### src/rtl/rr_mult_scheduler.sv
// rr_mult_scheduler
//   Round-robin scheduler that shares one repeated-addition multiplier datapath
//   (A/B/P registers plus a B==0 comparator) among NREQ requesters. A granted job
//   loads A, then loads B while clearing P, then adds A into P and decrements B
//   until B==0. The product is returned with a one-cycle response pulse.
//
// Ports
//   clk, rst_n        clock, asynchronous active-low reset
//   req               per-requester job request, held until its response
//   a_in, b_in        packed operands, requester i at [i*WIDTH +: WIDTH]
//   gnt               one-hot grant, held from LOAD_A through RESP
//   busy              high whenever the scheduler is not idle
//   rsp_valid         one-cycle result pulse; rsp_id / rsp_product valid with it
//   dp_data           datapath load bus
//   ldA ldB ldP clrP decB   datapath strobes
//   eqz, dp_product   datapath status: B==0 and the P register

module rr_mult_scheduler #(
    parameter int unsigned NREQ  = 4,
    parameter int unsigned WIDTH = 16
) (
    input  logic                      clk,
    input  logic                      rst_n,
    input  logic [NREQ-1:0]           req,
    input  logic [NREQ*WIDTH-1:0]     a_in,
    input  logic [NREQ*WIDTH-1:0]     b_in,
    output logic [NREQ-1:0]           gnt,
    output logic                      busy,
    output logic                      rsp_valid,
    output logic [$clog2(NREQ)-1:0]   rsp_id,
    output logic [WIDTH-1:0]          rsp_product,
    output logic [WIDTH-1:0]          dp_data,
    output logic                      ldA,
    output logic                      ldB,
    output logic                      ldP,
    output logic                      clrP,
    output logic                      decB,
    input  logic                      eqz,
    input  logic [WIDTH-1:0]          dp_product
);

    localparam int unsigned IdxW = $clog2(NREQ);

    typedef enum logic [2:0] {
        StIdle  = 3'd0,
        StLoadA = 3'd1,
        StLoadB = 3'd2,
        StMul   = 3'd3,
        StResp  = 3'd4
    } state_e;

    state_e            state_q, state_d;
    logic [IdxW-1:0]   idx_q, idx_d;
    logic [IdxW-1:0]   ptr_q, ptr_d;
    logic              pick_found;
    logic [IdxW-1:0]   pick_idx;

    // Round-robin search: first requester at or above the pointer, wrapping.
    always_comb begin
        int unsigned     cand;
        logic [IdxW-1:0] cand_idx;
        pick_found = 1'b0;
        pick_idx   = '0;
        cand       = 0;
        cand_idx   = '0;
        for (int unsigned k = 0; k < NREQ; k++) begin
            cand     = (32'(ptr_q) + k) % NREQ;
            cand_idx = IdxW'(cand);
            if (!pick_found && req[cand_idx]) begin
                pick_found = 1'b1;
                pick_idx   = cand_idx;
            end
        end
    end

    always_ff @(posedge clk or negedge rst_n) begin
        if (!rst_n) begin
            state_q <= StIdle;
            idx_q   <= '0;
            ptr_q   <= '0;
        end else begin
            state_q <= state_d;
            idx_q   <= idx_d;
            ptr_q   <= ptr_d;
        end
    end

    always_comb begin
        state_d = state_q;
        idx_d   = idx_q;
        ptr_d   = ptr_q;
        unique case (state_q)
            StIdle: begin
                if (pick_found) begin
                    idx_d   = pick_idx;
                    state_d = StLoadA;
                end
            end
            StLoadA: state_d = StLoadB;
            StLoadB: state_d = StMul;
            StMul: begin
                if (eqz) begin
                    state_d = StResp;
                end
            end
            StResp: begin
                // Next search starts just past the requester we served.
                ptr_d   = (idx_q == IdxW'(NREQ - 1)) ? '0 : idx_q + 1'b1;
                state_d = StIdle;
            end
            default: state_d = StIdle;
        endcase
    end

    always_comb begin
        gnt         = '0;
        busy        = 1'b0;
        rsp_valid   = 1'b0;
        rsp_id      = '0;
        rsp_product = '0;
        dp_data     = '0;
        ldA         = 1'b0;
        ldB         = 1'b0;
        ldP         = 1'b0;
        clrP        = 1'b0;
        decB        = 1'b0;
        if (state_q != StIdle) begin
            gnt[idx_q] = 1'b1;
            busy       = 1'b1;
        end
        unique case (state_q)
            StLoadA: begin
                ldA     = 1'b1;
                dp_data = a_in[32'(idx_q) * WIDTH +: WIDTH];
            end
            StLoadB: begin
                ldB     = 1'b1;
                clrP    = 1'b1;
                dp_data = b_in[32'(idx_q) * WIDTH +: WIDTH];
            end
            StMul: begin
                // One add per remaining count; the eqz cycle itself does nothing.
                ldP  = ~eqz;
                decB = ~eqz;
            end
            StResp: begin
                rsp_valid   = 1'b1;
                rsp_id      = idx_q;
                rsp_product = dp_product;
            end
            default: ;
        endcase
    end

endmodule
### config.mk
export PLATFORM = sky130hd
export DESIGN_NAME = rr_mult_scheduler
export DESIGN_NICKNAME = d
export VERILOG_FILES = /design/src/rtl/rr_mult_scheduler.sv
export SDC_FILE = /design/constraint.sdc
export NUM_CORES = 1
export LEC_CHECK = 0
export BUFFER_PORTS_ARGS = -buffer_cell sky130_fd_sc_hd__clkbuf_2
export CORE_AREA = 3 3 75 77
export CTS_CLUSTER_DIAMETER = 80
export DETAILED_ROUTE_END_ITERATION = 8
export DIE_AREA = 0 0 78 80
export GPL_ROUTABILITY_DRIVEN = 0
export PLACE_DENSITY = 0.88
export SKIP_CTS_REPAIR_TIMING = 1
export SLEW_MARGIN = 10
export SYNTH_ARGS = -nofsm -noshare
export SYNTH_HDL_FRONTEND = slang
export SYNTH_SLANG_ARGS = --single-unit
export TNS_END_PERCENT = 5
### constraint.sdc
create_clock -name clk -period 2.5 [get_ports clk]
set_input_delay 0.25 -clock clk [delete_from_list [all_inputs] [get_ports clk]]
set_output_delay 0.25 -clock clk [all_outputs]
set_load 0.1 [all_outputs]
==> results of run 1 <==
==> placed cells by master, fill, tap and decap left out, types with 2 or more instances in the layout <==
cell type and instances:
ha_1 4, nor3_1 2, nand2_1 6, clkbuf_2 177, o21ai_0 6, mux4_2 32
nor2_1 6, dfrtp_1 6, inv_1 6, buf_4 4, a21oi_1 2, a22o_1 16
and3_1 19, buf_12 20, clkbuf_8 3, nor2b_1 4
==> final timing paths <==
path / end / slack (ns) / startpoint / cells past startpoint
max in group asynchronous: idx_q[0] / 1.91 / rst_n / 2
min in group asynchronous: ptr_q[0] / 0.40 / rst_n / 2
worst max-delay path: dp_data[7] / 0.14 / state_q[2] / 6
worst min register to register: ptr_q[0] / 0.62 / ptr_q[0] / 2
worst max register to register: idx_q[0] / 0.85 / state_q[1] / 3
worst min-delay path: state_q[2] / 0.29 / eqz / 3
==> metrics by stage <==
stage	std cells	instance area, um2	setup slack, ns
5_1_grt	400	2937	0.03096
2_1_floorplan	141	1560	-0.1124
3_5_place_dp	395	2861	0.1783
4_1_cts	399	2907	-0.07239
6_report	400	2937	0.1393
3_3_place_gp	395	2861	0.1954
==> per-layer routing <==
metal  up-vias  track usage, %
li1        951               -
met1       969           21.07
met2       134           43.92
met3        14           4.740
met4         2           5.594
met5         -               0
==> worst register-to-register path: stages, from the launching register on <==
cell and delay [ns]:
dfrtp_1 0.46, nor3_1 0.63, nand2_1 0.19, o31ai_1 0.28
==> kinds of logic after synthesis <==
logic type	Yosys count	share of synthesized area, %
compound gates	27	13.17
xor+xnor	1	0.5655
fa+ha+maj	4	3.231
buf+inv	23	7.996
flops	7	11.31
mux	33	47.17
simple gates	46	16.56
==> sequential cells by signal, indices dropped and copies added, names as in the netlist <==
name / cells
ptr_q: 2
state_q: 3
idx_q: 2
==> cell type report <==
| class | instances | area, um2 | area share, % |
|---|---|---|---|
| well taps | 70 | 87.58 | 2.983 |
| repair buffers | 202 | 1326 | 45.16 |
| flip-flops and latches | 7 | 176.4 | 6.008 |
| multi-input cells | 111 | 1279 | 43.55 |
| clock buffers | 4 | 45.04 | 1.534 |
| inverters | 6 | 22.52 | 0.7669 |
==> results.yml, run 1 <==
floorplan:
  die_area_um2: 6240
  fp-row-count: 26
  die_y_um: 80
  pin_count: 196
  initial_utilization_pct: 30.52
  core_area_um2: 5075
  dieWidth_um: 78
sta:
  fin_skew_ns: 0.002010
  drv_slew: 0
  final_hold_viol_count: 0
  maxSlewHeadroom_pct: 51.38
  setup_violations: 0
  fmax_ghz: 0.4236
  fin_tns_setup_ns: 0
  min_period_ns: 2.361
  tightest_slew_ns: 0.7238
  rsz0062_at_grt: "false"
  hold_ws_ns: 0.2865
  period_share_pct: 94.43
drt:
  highest_layer: "met5"
  detail-route-antenna-nets: 0
  drt_iter0_markers: 60
  wl_met3_um: 637
  vias_per_cell: 5.175
  routed_wl_um: 7185
  avgRoutedWirePerCell_um: 17.96
  drt_first_pass_iters: 4
  remaining_drc_errors: 0
  wl_met2_um: 4104
  met1Wirelength_um: 2302
  vias: 2070
run:
  maxCapViolCount: 0
cts:
  clk_latency_ns: 0.23
  clockBufferDepth: 2
  cts_buffers: 3
  cts_root_buf: "clkbuf_8"
  cts_tree: "built"
  clkSinkCount: 7
  clkTransAtPathRegs_ns: 0.04
  h-tree-depth: 1
worst_setup_path:
  crit_arrival_ns: 2.11
  cpPeakStageDelay_ns: 0.44
  crit_path_top_delay_cell: "dfrtp_1"
  path_buf_inv: 2
  worstPathCellList: "nor2_1 > and2_2 > buf_12 > mux4_2 > a22o_1 > buf_12"
  worstSetupStartpointType: "flip-flop"
  crit_path_end_kind: "output port"
  worstPathRequired_ns: 2.25
  worstPathMaxFanout: 23
  path_class: "flip-flop to output port"
  crit_top_cell: "buf_12"
  critical_path.top_delay_family: "flip-flops"
run_status:
  status: "complete, no violations"
logic_synthesis:
  synth_seq_cells: 7
  syn_nets: 296
  netlist.area_leader.share_pct: 46.53
  async_flop_share_pct: 100.0
  syn_area_um2: 1549
  syn_inst: 141
  ys_seq_area_share_pct: 11.31
  synth_common_cells: "mux4_2, and3_1, a22o_1"
  ys_types: 27
  synthFlopType: "dfrtp_1"
  synth_edf_count: 0
  synth_area_leaders: "mux4_2, dfrtp_1, a22o_1, and3_1, ha_1"
  yosys_warnings: 0
  yosys.area.top_type: "mux4_2"
  postSynthAreaPerCell_um2: 10.99
  yosysMostFrequentCell: "mux4_2"
hold_path:
  hp-class: "input port to flip-flop"
placed_design:
  hpwl_um: 6354
  port-buffer-count: 195
global_routing:
  grt.overflow.total: 0
  grt_max_degree: 33
  grt_pass1_vias: 2124
  antenna_found_initial: 1
  grt_util_all_layers_pct: 21.32
  grt_pass1_wl_um: 10360
final_layout:
  layout-drive-gt1-share_pct: 73.03
  n_antenna_cell: 0
  area_growth_pct: 89.58
  nets: 486
  fillerInstances: 434
  final_util_pct: 57.86
Power of run 1 is not shown: default switching activity piles up to over one toggle a cycle in this logic, so the estimate is an artifact.
==> run 2: changes to the inputs <==
--- a/config.mk
+++ b/config.mk
@@ -6,12 +6,12 @@
 export NUM_CORES = 1
 export LEC_CHECK = 0
 export BUFFER_PORTS_ARGS = -buffer_cell sky130_fd_sc_hd__clkbuf_2
-export CORE_AREA = 3 3 75 77
+export CORE_MARGIN = 3
+export CORE_UTILIZATION = 25
 export CTS_CLUSTER_DIAMETER = 80
 export DETAILED_ROUTE_END_ITERATION = 8
-export DIE_AREA = 0 0 78 80
 export GPL_ROUTABILITY_DRIVEN = 0
-export PLACE_DENSITY = 0.88
+export PLACE_DENSITY = 0.76
 export SKIP_CTS_REPAIR_TIMING = 1
 export SLEW_MARGIN = 10
 export SYNTH_ARGS = -nofsm -noshare
==> constraint.sdc (replaced) <==
create_clock -name clk -period 2.5 [get_ports clk]
set_input_delay 0.375 -clock clk [delete_from_list [all_inputs] [get_ports clk]]
set_output_delay 0.375 -clock clk [all_outputs]
set_load 0.1 [all_outputs]
==> run 2 against run 1 <==
Effect of this change: sequential share of layout area shrank 0.21 points; global-route usage shrank 2.3 points; core utilization shrank 6.8 points.
==> results.yml, run 2 (synthesized netlist as in run 1, its figures left out) <==
drt:
  met1Wirelength_um: 2480
  drt_iter0_markers: 46
  vias_per_cell: 5.078
  routed_wl_um: 7139
  remaining_drc_errors: 0
  drt_first_pass_iters: 4
  wl_met2_um: 3816
  avgRoutedWirePerCell_um: 17.41
  highest_layer: "met4"
  detail-route-antenna-nets: 0
  vias: 2082
  wl_met3_um: 608
final_layout:
  nets: 491
  fin_area_um2: 3044
  stdcell_count: 410
  final_cell_mix: "clkbuf_2, mux4_2, buf_4, buf_12, and3_1"
  mostFrequentLayoutCell: "clkbuf_2"
  area_growth_pct: 96.53
  layout-drive-gt1-share_pct: 73.73
  largest_reg_flops: 3
  top_register: "state_q"
  largestRegisters: "state_q (3), idx_q (2), ptr_q (2)"
  n_antenna_cell: 0
  fillerInstances: 556
floorplan:
  initial_utilization_pct: 26.01
  die_y_um: 84.72
  fp-row-count: 28
  die_area_um2: 7177
  pin_count: 196
  core_area_um2: 5956
  dieWidth_um: 84.72
global_routing:
  grt_util_all_layers_pct: 19.07
  grt_pass1_vias: 2210
  grt_pass1_wl_um: 11060
  antenna_found_initial: 0
  grt.overflow.total: 0
  grt_max_degree: 31
worst_setup_path:
  crit_path_top_delay_cell: "dfrtp_1"
  worstPathCellList: "nor2_2 > and2_4 > buf_12 > mux4_2 > a22o_1 > buf_12"
  crit_top_cell: "buf_12"
  worstPathRequired_ns: 2.12
  path_class: "flip-flop to output port"
  crit_arrival_ns: 2.04
  worstSetupStartpointType: "flip-flop"
  crit_path_end_kind: "output port"
  cpPeakStageDelay_ns: 0.43
  worstPathMaxFanout: 17
run_status:
  status: "complete, no violations"
sta:
  period_share_pct: 96.59
  setup_violations: 0
  hold_ws_ns: 0.4028
  final_hold_viol_count: 0
  fin_tns_setup_ns: 0
  fmax_ghz: 0.4141
  drv_slew: 0
  tightest_slew_ns: 0.6871
  min_period_ns: 2.415
  maxSlewHeadroom_pct: 54.04
  fin_skew_ns: 0.002290
placed_design:
  port-buffer-count: 195
  dpl_cell_area_um2: 2970
  hpwl_um: 6244
  placed_cells: 404
cts:
  clockBufferDepth: 2
  cts_buffers: 3
  cts_root_buf: "clkbuf_8"
  cts_tree: "built"
  h-tree-depth: 1
  clkTransAtPathRegs_ns: 0.04
  clkSinkCount: 7
  clk_latency_ns: 0.23
run:
  maxCapViolCount: 0
hold_path:
  hp-class: "input port to flip-flop"
## run 2: changes by cell type in the layout (fill, tap and decap cells not counted)
cell | previous run | this run
buf_4 | 4 | 27
buf_12 | 20 | 21
nor2_2 | 0 | 1
and2_4 | 0 | 1
clkbuf_2 | 177 | 158
nor2_1 | 6 | 5
and2_2 | 1 | 0
## run 2: worst paths after layout
path,startpoint,to,slack [ns],cells past startpoint
setup reg to reg,state_q[2],idx_q[0],1.11,5
hold / removal,eqz,state_q[2],0.40,3
setup / recovery,state_q[0],dp_data[13],0.09,6
max in group asynchronous,rst_n,idx_q[0],1.80,2
hold reg to reg,ptr_q[0],ptr_q[0],0.61,2
min in group asynchronous,rst_n,ptr_q[1],0.52,2
## run 2: area by class of cell
| class | instances | area, um2 | share of cell area [%] |
|---|---|---|---|
| repair buffers | 207 | 1424 | 46.77 |
| multi-input cells | 111 | 1282 | 42.13 |
| inverters | 6 | 22.52 | 0.7398 |
| well taps | 75 | 93.84 | 3.083 |
| flip-flops and latches | 7 | 176.4 | 5.795 |
| clock buffers | 4 | 45.04 | 1.480 |
## run 2: routing by layer
layer / vias up / track usage (%)
li1: 960 / -
met1: 980 / 20.96
met2: 124 / 36.01
met3: 18 / 3.337
met4: 0 / 7.338
met5: - / 0
## run 2: worst max-delay path, delay by kind of cell, from the launching register on
family | cells | cell delay [ns]
flip-flops | 1 | 0.43
AND/OR/NAND/NOR | 2 | 0.39
buffers and inverters | 2 | 0.35
multiplexers | 1 | 0.34
AO/OA/AOI/OAI | 1 | 0.29
## run 2: stage by stage
| stage | utilization [%] | setup WS [ns] |
|---|---|---|
| floorplan | - | -0.2374 |
| global placement | 49.87 | 0.1406 |
| detailed placement | 49.87 | 0.06804 |
| CTS | 50.63 | -0.1731 |
| global route | 51.11 | -0.007875 |
| finish | 51.11 | 0.08527 |
Power of run 2 is left out for the same reason.
